**config.mk**
```make
export PLATFORM = sky130hd
export DESIGN_NAME = io_responder
export DESIGN_NICKNAME = d
export VERILOG_FILES = /design/src/rtl/io_map_pkg.sv /design/src/rtl/sync_rise.sv /design/src/rtl/io_responder.sv
export SDC_FILE = /design/constraint.sdc
export NUM_CORES = 1
export LEC_CHECK = 0
export ABC_AREA = 1
export CORE_UTILIZATION = 52
export CTS_CLUSTER_DIAMETER = 200
export DETAILED_ROUTE_END_ITERATION = 10
export GPL_ROUTABILITY_DRIVEN = 1
export PLACE_DENSITY = 0.95
export SYNTH_ARGS = -nofsm -noshare
export SYNTH_HDL_FRONTEND = slang
export SYNTH_SLANG_ARGS = --single-unit
```
**constraint.sdc**
```tcl
create_clock -name clk -period 2 [get_ports clk]
set_input_delay 0.3 -clock clk [delete_from_list [all_inputs] [get_ports clk]]
set_output_delay 0.3 -clock clk [all_outputs]
set_load 0.03 [all_outputs]
```
**src/rtl/io_map_pkg.sv**
```systemverilog
// IO bus address map and STATUS bit layout for the operator IO responder.
// Shared with CPU test programs and the PDU.
package io_map_pkg;

  localparam logic [7:0] IO_OUT    = 8'h00;
  localparam logic [7:0] IO_STATUS = 8'h04;
  localparam logic [7:0] IO_IN     = 8'h08;
  localparam logic [7:0] IO_CYCLE  = 8'h10;

  localparam int unsigned ST_IN_FULL  = 0;
  localparam int unsigned ST_OVERRUN  = 1;
  localparam int unsigned ST_OUT_BUSY = 2;
  localparam int unsigned ST_OUT_DROP = 3;

  typedef enum logic [2:0] {
    SEL_NONE,
    SEL_OUT,
    SEL_STATUS,
    SEL_IN,
    SEL_CYCLE
  } io_sel_e;

  // Exact match only, so misaligned or unmapped addresses fall to SEL_NONE.
  function automatic io_sel_e io_decode(input logic [7:0] addr);
    case (addr)
      IO_OUT:    return SEL_OUT;
      IO_STATUS: return SEL_STATUS;
      IO_IN:     return SEL_IN;
      IO_CYCLE:  return SEL_CYCLE;
      default:   return SEL_NONE;
    endcase
  endfunction

endpackage

```
**src/rtl/sync_rise.sv**
```systemverilog
// Three-flop synchronizer with a single-cycle rising-edge pulse.
// Chain resets to 1 so a level held high through reset never reads as an edge.
module sync_rise (
  input  logic clk,
  input  logic rst,
  input  logic d,
  output logic pulse
);

  logic s1_q, s2_q, s3_q;

  always_ff @(posedge clk) begin
    if (rst) begin
      s1_q <= 1'b1;
      s2_q <= 1'b1;
      s3_q <= 1'b1;
    end else begin
      s1_q <= d;
      s2_q <= s1_q;
      s3_q <= s2_q;
    end
  end

  assign pulse = s2_q & ~s3_q;

endmodule

```
**src/rtl/io_responder.sv**
```systemverilog
// Memory-mapped IO slave: operator input capture, LED output with display hold,
// and a free-running cycle counter on the CPU IO bus.
module io_responder
  import io_map_pkg::*;
#(
  parameter int unsigned HOLD = 4
) (
  input  logic        clk,
  input  logic        rst,
  input  logic        valid,
  input  logic [4:0]  in,
  input  logic [7:0]  io_addr,
  input  logic [31:0] io_dout,
  input  logic        io_we,
  output logic [31:0] io_din,
  output logic [4:0]  out0,
  output logic        ready,
  output logic [1:0]  check
);

  localparam int unsigned CW = (HOLD > 1) ? $clog2(HOLD) : 1;
  localparam logic [CW-1:0] HOLD_LOAD = CW'(HOLD - 1);

  logic [4:0]    out0_q, out0_d;
  logic [4:0]    in_data_q, in_data_d;
  logic          in_full_q, in_full_d;
  logic          overrun_q, overrun_d;
  logic          out_busy_q, out_busy_d;
  logic          out_drop_q, out_drop_d;
  logic [CW-1:0] hold_q, hold_d;
  logic [31:0]   cycle_q, cycle_d;

  logic    cap;
  io_sel_e sel;
  logic    clr_full, clr_ovr, clr_drop;

  sync_rise u_sync (
    .clk   (clk),
    .rst   (rst),
    .d     (valid),
    .pulse (cap)
  );

  assign sel      = io_decode(io_addr);
  assign clr_full = io_we && (sel == SEL_STATUS) && io_dout[ST_IN_FULL];
  assign clr_ovr  = io_we && (sel == SEL_STATUS) && io_dout[ST_OVERRUN];
  assign clr_drop = io_we && (sel == SEL_STATUS) && io_dout[ST_OUT_DROP];

  always_comb begin
    out0_d     = out0_q;
    in_data_d  = in_data_q;
    in_full_d  = in_full_q;
    overrun_d  = overrun_q;
    out_busy_d = out_busy_q;
    out_drop_d = out_drop_q;
    hold_d     = hold_q;

    // Clears are applied first so a same-cycle capture or overrun overrides them.
    if (clr_full) in_full_d  = 1'b0;
    if (clr_ovr)  overrun_d  = 1'b0;
    if (clr_drop) out_drop_d = 1'b0;

    if (cap) begin
      if (!in_full_q || clr_full) begin
        in_data_d = in;
        in_full_d = 1'b1;
      end else begin
        overrun_d = 1'b1;
      end
    end

    if (out_busy_q) begin
      if (hold_q == '0) out_busy_d = 1'b0;
      else              hold_d     = hold_q - CW'(1);
    end

    if (io_we && (sel == SEL_OUT)) begin
      if (out_busy_q) begin
        out_drop_d = 1'b1;
      end else begin
        out0_d     = io_dout[4:0];
        out_busy_d = 1'b1;
        hold_d     = HOLD_LOAD;
      end
    end

    cycle_d = (io_we && (sel == SEL_CYCLE)) ? io_dout : cycle_q + 32'd1;
  end

  always_ff @(posedge clk) begin
    if (rst) begin
      out0_q     <= '0;
      in_data_q  <= '0;
      in_full_q  <= 1'b0;
      overrun_q  <= 1'b0;
      out_busy_q <= 1'b0;
      out_drop_q <= 1'b0;
      hold_q     <= '0;
      cycle_q    <= '0;
    end else begin
      out0_q     <= out0_d;
      in_data_q  <= in_data_d;
      in_full_q  <= in_full_d;
      overrun_q  <= overrun_d;
      out_busy_q <= out_busy_d;
      out_drop_q <= out_drop_d;
      hold_q     <= hold_d;
      cycle_q    <= cycle_d;
    end
  end

  always_comb begin
    io_din = '0;
    case (sel)
      SEL_OUT:    io_din = {27'b0, out0_q};
      SEL_STATUS: io_din = {28'b0, out_drop_q, out_busy_q, overrun_q, in_full_q};
      SEL_IN:     io_din = {27'b0, in_data_q};
      SEL_CYCLE:  io_din = cycle_q;
      default:    io_din = '0;
    endcase
  end

  assign out0  = out0_q;
  assign ready = ~in_full_q;
  assign check = {overrun_q, out_busy_q};

endmodule
```
==> summary.txt, run 1 <==
Timing
  • Setup ws final: approximately 2.5 ps
  • Crit share post-route: 0.999
  • RSZ-0062 raised after global routing: yes
  • Min cycle time layout: ~2000 ps
  • Slew HR: 0.542
  • Hold Vio Cnt, Final: 0
  • Fmax: around 0.50 GHz
  • Least-Margin Pin Slew: between 600 and 700 ps
  • Final setup viols: 0
  • Final setup TNS: 0 ps
  • Clk_skew: ~4.3 ps
  • WHS: roughly 420 ps
  • Slew Limit Fails: 0

Critical path
  • Worst path slowest cell: clkdlybuf4s50_1
  • CP startpoint kind: input port
  • Critical path fanouts, max: 5
  • FF-to-FF path depth: 9
  • Crit path capture type: output pin
  • Worst EP arrival: 1700 ps
  • Crit path kind: input port to output pin
  • Worst Path Required: roughly 1700 ps
  • CP Cell Sequence: clkdlybuf4s50_1, nor2_2, nand2_2, nor2_4, inv_4, o2111ai_1, buf_4
  • Max incr delay on CP: approximately 440 ps

Die
  • Die area: 6360 um2
  • Die width: between 70 and 80 um
  • Starting Density: 0.554
  • CORE AREA: around 5700 um2
  • Io pins: 89
  • Placement Rows: 27
  • Die H: 79.7 um

Status
  • Outcome: finished clean

Final layout
  • Share of post-route cells with drive strength above 1: 0.132
  • Syn-to-layout area delta: 35.2%
  • # nets final: about 670
  • # diodes: 0

Routing
  • DR vias/cell: 5.27
  • Iteration count of the initial detailed-routing pass: 6
  • Antenna-violating nets left: 0
  • Routed wl met2: 4520 um
  • Top routing layer in use: met4
  • Wirelength per Cell: approximately 14 um
  • Initial DRC count: between 200 and 250
  • Routed vias: 3660
  • DRC viols: 0
  • Met3 WL post-DR: roughly 650 um
  • Final wirelength: 9480 um
  • M1 WL: just over 4000 um

Yosys
  • Most common cell in the synthesized netlist: nand2_1
  • Total nets after synthesis: between 500 and 600
  • Area of the mapped netlist: roughly 3100 um2
  • Synth top area share: 0.325
  • Top cells by area, synth: dfxtp_1, nand2_1, nor2_1
  • Top cells by count, synth: nand2_1, nor2_1, inv_1
  • Post-synthesis async set-or-reset flop share: 0
  • Yosys top cell by area: dfxtp_1
  • YS warnings: 0
  • Synth Flop Type: dfxtp_1
  • Syn Inst Count: 530
  • Syn avg cell area: about 5.9 um2
  • Flops & latches, synth: 51
  • Seq/Total Area, Yosys: 0.325
  • Cell variety after synth: 26
  • Number of enable flip-flop cells after synthesis: 0

Global routing
  • GRT overflow: 0
  • Largest net degree at the start of global routing: 44
  • Initial antenna violation count: 0
  • Gr usage total: 0.307
  • First-pass GRT wire length: approximately 15000 um
  • Vias in the first global route: roughly 3500

Place
  • Post-DP HPWL: roughly 7400 um
  • PortBufs: between 80 and 90
  • Routability cong.: 0.937
  • Placement Setup Slack: -65.7 ps

Clock tree
  • Root Driver: clkbuf_8
  • Latest clock arrival within the worst-skew pair: a little over 300 ps
  • CTS Sinks: 51
  • Inserted Clock Buffers: 5
  • Maximum clock insertion buffer count: 2
  • CTS tree: done
  • H-tree depth: 2
  • Post-CTS setup buffer count: 0
  • Reg clk slew, reported paths: ~100 ps

Flow run
  • Max_cap viols: 0

Power
  • Total power: about 2 mW
  • Leakage power: between 1.5 and 2 nW
  • Power density cells: ~470 nW/um2
  • Worst VDD drop: between 0.4 and 0.5 mV

Worst hold path
  • Hold/Removal Path Class: flop to flop
  • Hold Crit Depth: 1
[where the power goes]
part           leakage [nW]  switching (mW)  internal, mW
Combinational          1.24          0.0830         0.119
Sequential            0.412          0.0109          1.03
Clock                0.0548           0.371         0.377
[state kept, by name, indices dropped and copies added (netlist names)]
register     cells
in_full_q        1
u_sync.s1_q      1
out_busy_q       1
cycle_q         32
out0             5
in_data_q        5
hold_q           2
u_sync.s3_q      1
out_drop_q       1
overrun_q        1
u_sync.s2_q      1
[cells in the final DEF (no fill, tap or decap), drive strengths merged]
master	Yosys	layout
nand2	136	136
nor2	96	96
inv	83	84
clkdlybuf4s50	0	56
dfxtp	51	51
nand3	49	49
buf	14	47
o21ai	42	42
a21oi	30	30
xor2	8	8
or2	6	6
clkbuf	5	5
nand4	3	3
nand3b	2	2
xnor2	2	2
o2111ai	1	1
a31oi	1	1
ha	1	1
bufinv	0	1
clkinvlp	0	1
[routing by layer]
metal / vias to the layer above / track usage
met2: 150 / 0.524
met3: 25 / 0.0434
li1: 1825 / -
met4: 0 / 0.127
met1: 1660 / 0.387
met5: - / 0
[critical path: cells and delay by family]
family	cells	cell delay, ps
compound gates	1	230
buf+inv	3	720
simple gates	3	440
[what timing repair did]
| action | in CTS | in global routing |
|---|---|---|
| hold buffers | 0 | 0 |
| setup endpoints to repair | 7 | 26 |
| pin swaps | 1 | 4 |
| gates resized for setup | 1 | 15 |
[final timing paths]
| check | start | end | slack [ps] |
|---|---|---|---|
| worst max register to register | cycle_q[2]$_SDFF_PP0_ | cycle_q[31]$_SDFF_PP0_ | 300 |
| worst max-delay path | io_addr[3] | io_din[0] | 2 |
| worst min-delay path | u_sync.s1_q$_SDFF_PP1_ | u_sync.s2_q$_SDFF_PP1_ | 420 |
| worst min register to register | u_sync.s1_q$_SDFF_PP1_ | u_sync.s2_q$_SDFF_PP1_ | 420 |
[through the flow]
step / utilization / cell area [um2] / instances
finish: 0.749 / 4250 / 694
floorplan: - / 3140 / 530
global route: 0.749 / 4250 / 694
detailed placement: 0.721 / 4090 / 686
global placement: 0.721 / 4090 / 686
CTS: 0.742 / 4210 / 694
[logic make-up after synthesis]
group           Yosys count  synth area share
fa+ha+maj                 1           0.00398
buf+inv                 102             0.133
flops                    51             0.325
xor+xnor                 10            0.0279
compound gates           74             0.119
simple gates            292             0.391
[area by class of cell]
| cell class | instances | area, um2 |
|---|---|---|
| clock buffer | 5 | 68.8 |
| clock inverter | 3 | 46.3 |
| fill | 482 | 1430 |
| inverter | 83 | 314 |
| multi-input combinational | 377 | 1740 |
| sequential | 51 | 1020 |
| tap | 72 | 90.1 |
| timing repair buffer | 103 | 971 |
(Power assumes the default switching activity.)
==> inputs of run 2 (changes only) <==
--- a/config.mk
+++ b/config.mk
@@ -7,7 +7,7 @@
 export LEC_CHECK = 0
 export ABC_AREA = 1
 export CORE_UTILIZATION = 52
-export CTS_CLUSTER_DIAMETER = 200
+export CTS_CLUSTER_DIAMETER = 60
 export DETAILED_ROUTE_END_ITERATION = 10
 export GPL_ROUTABILITY_DRIVEN = 1
 export PLACE_DENSITY = 0.95
==> results of run 2 <==
Final layout, timing and power as in run 1 (identical DEF).
==> inputs of run 3 (changes only) <==
--- a/config.mk
+++ b/config.mk
@@ -9,8 +9,9 @@
 export CORE_UTILIZATION = 52
 export CTS_CLUSTER_DIAMETER = 60
 export DETAILED_ROUTE_END_ITERATION = 10
+export DONT_BUFFER_PORTS = 1
 export GPL_ROUTABILITY_DRIVEN = 1
-export PLACE_DENSITY = 0.95
+export PLACE_DENSITY = 0.78
 export SYNTH_ARGS = -nofsm -noshare
 export SYNTH_HDL_FRONTEND = slang
 export SYNTH_SLANG_ARGS = --single-unit
==> summary.txt, run 3 (synthesized netlist as in run 1, its figures left out) <==
Power
  • Power density cells: slightly above 500 nW/um2
  • Sw Pwr: 0.444 mW
  • Total power: 1.75 mW
  • Leakage power: around 1.4 nW
  • Worst VDD drop: ~0.34 mV
  • Seq pwr share: 0.593
  • Clock power frac: 0.360
  • Switching share of total power: 0.254
  • Comb pwr share: 0.046
  • Pint: about 1.3 mW

Final layout
  • Commonest non-fill, non-tap cells in the layout: nand2_1, nor2_1, inv_1
  • Syn-to-layout area delta: 10.2%
  • Share of post-route cells with drive strength above 1: 0.0980
  • Max FFs per register: 32
  • Leading cell type in the layout, fill and taps excluded: nand2_1
  • Final Core Density: 0.610
  • # nets final: 600
  • Most flop-heavy register: cycle_q

Clock tree
  • Latest clock arrival within the worst-skew pair: between 300 and 400 ps
  • Reg clk slew, reported paths: ~110 ps
  • CTS tree: done
  • Maximum clock insertion buffer count: 2
  • PostCTS Resize Cnt: 0
  • H-tree depth: 2
  • # hold bufs at CTS: 0
  • Inserted Clock Buffers: 5
  • Post-CTS setup buffer count: 0
  • CTS Sinks: just over 50
  • Root Driver: clkbuf_8

Die
  • Die width: roughly 80 um
  • Starting Density: 0.554
  • CORE AREA: roughly 5700 um2
  • Placement Rows: 27
  • Die area: between 6000 and 7000 um2
  • Io pins: 89
  • Die H: approximately 80 um

Place
  • Placement Setup Slack: between 150 and 200 ps
  • PortBufs: 0
  • Post-DP HPWL: just over 6000 um
  • Routability cong.: roughly 0.93

Timing
  • WHS: between 40 and 50 ps
  • Clk_skew: between 9 and 10 ps
  • Min cycle time layout: roughly 1800 ps
  • RSZ-0062 raised after global routing: no
  • Final setup viols: 0
  • Slew HR: 0.530
  • Hold Vio Cnt, Final: 0
  • Fmax: 0.543 GHz
  • Setup ws final: between 150 and 200 ps
  • Crit share post-route: 0.921
  • Slew Limit Fails: 0
  • Final setup TNS: 0 ps
  • Least-Margin Pin Slew: 702 ps

Routing
  • Iteration count of the initial detailed-routing pass: 7
  • Final wirelength: roughly 8000 um
  • Wirelength per Cell: around 13 um
  • DRC viols: 0
  • Routed vias: ~3200
  • DR vias/cell: around 5.2
  • Initial DRC count: about 190
  • Antenna-violating nets left: 0

Flow run
  • Max_cap viols: 0

Critical path
  • Worst Path Required: about 1700 ps
  • Worst EP arrival: between 1500 and 2000 ps
  • CP startpoint kind: input port
  • Max incr delay on CP: ~280 ps
  • Crit path kind: input port to output pin
  • Critical path fanouts, max: 28
  • CP Cell Sequence: nor2_2, nand2_2, nor2_4, inv_2, o2111ai_1, buf_4
  • R2r setup slk: between 300 and 400 ps
  • Worst path slowest cell: o2111ai_1
  • Crit path capture type: output pin

Global routing
  • Gr usage total: 0.272
  • Largest net degree at the start of global routing: 44
  • GRT overflow: 0
  • First-pass GRT wire length: between 10000 and 15000 um
  • Vias in the first global route: 2942
  • Initial antenna violation count: 1

Status
  • Outcome: finished clean

Worst hold path
  • Hold/Removal Path Class: input port to flop
[run 3: power groups by stage]
stage	registers, mW	logic [mW]	clock network (mW)
2_1_floorplan	1.06	0.0738	0
3_3_place_gp	1.06	0.0788	0
3_5_place_dp	1.06	0.0813	0
4_1_cts	1.04	0.0817	0.649
5_1_grt	1.04	0.0957	0.681
6_report	1.04	0.0810	0.632
[run 3: final timing paths]
| kind | from | to | cells past startpoint |
|---|---|---|---|
| max | io_addr[1] | io_din[0] | 6 |
| min | rst | out_busy_q$_SDFF_PP0_ | 1 |
| max reg2reg | cycle_q[2]$_SDFF_PP0_ | cycle_q[31]$_SDFF_PP0_ | 9 |
| min reg2reg | u_sync.s1_q$_SDFF_PP1_ | u_sync.s2_q$_SDFF_PP1_ | 1 |
[run 3: routing by layer]
metal	share of wire	wire length (um)	global-route usage	up-vias
met1	0.47	3880	0.373	1421
met4	0.0083	68	0.0589	0
met5	0	0	0	-
met3	0.082	676	0.0571	8
li1	-	-	-	1678
met2	0.44	3600	0.438	133
[run 3: through the flow]
step | area [um2] | std cells
2_1_floorplan | 3140 | 530
3_3_place_gp | 3370 | 615
3_5_place_dp | 3370 | 615
4_1_cts | 3460 | 623
5_1_grt | 3460 | 624
6_report | 3460 | 624
[run 3: critical path, delay by kind of cell]
kind	cells	cell delay, ps
AND/OR/NAND/NOR	3	490
AO/OA/AOI/OAI	1	280
buffers and inverters	2	470
[run 3: cell type report]
type | instances | area (um2)
clock inverters | 3 | 22.5
well taps | 72 | 90.1
repair buffers | 32 | 240
flip-flops and latches | 51 | 1020
multi-input cells | 377 | 1710
diodes | 1 | 2.50
clock buffers | 5 | 68.8
inverters | 83 | 312
fillers | 573 | 2210
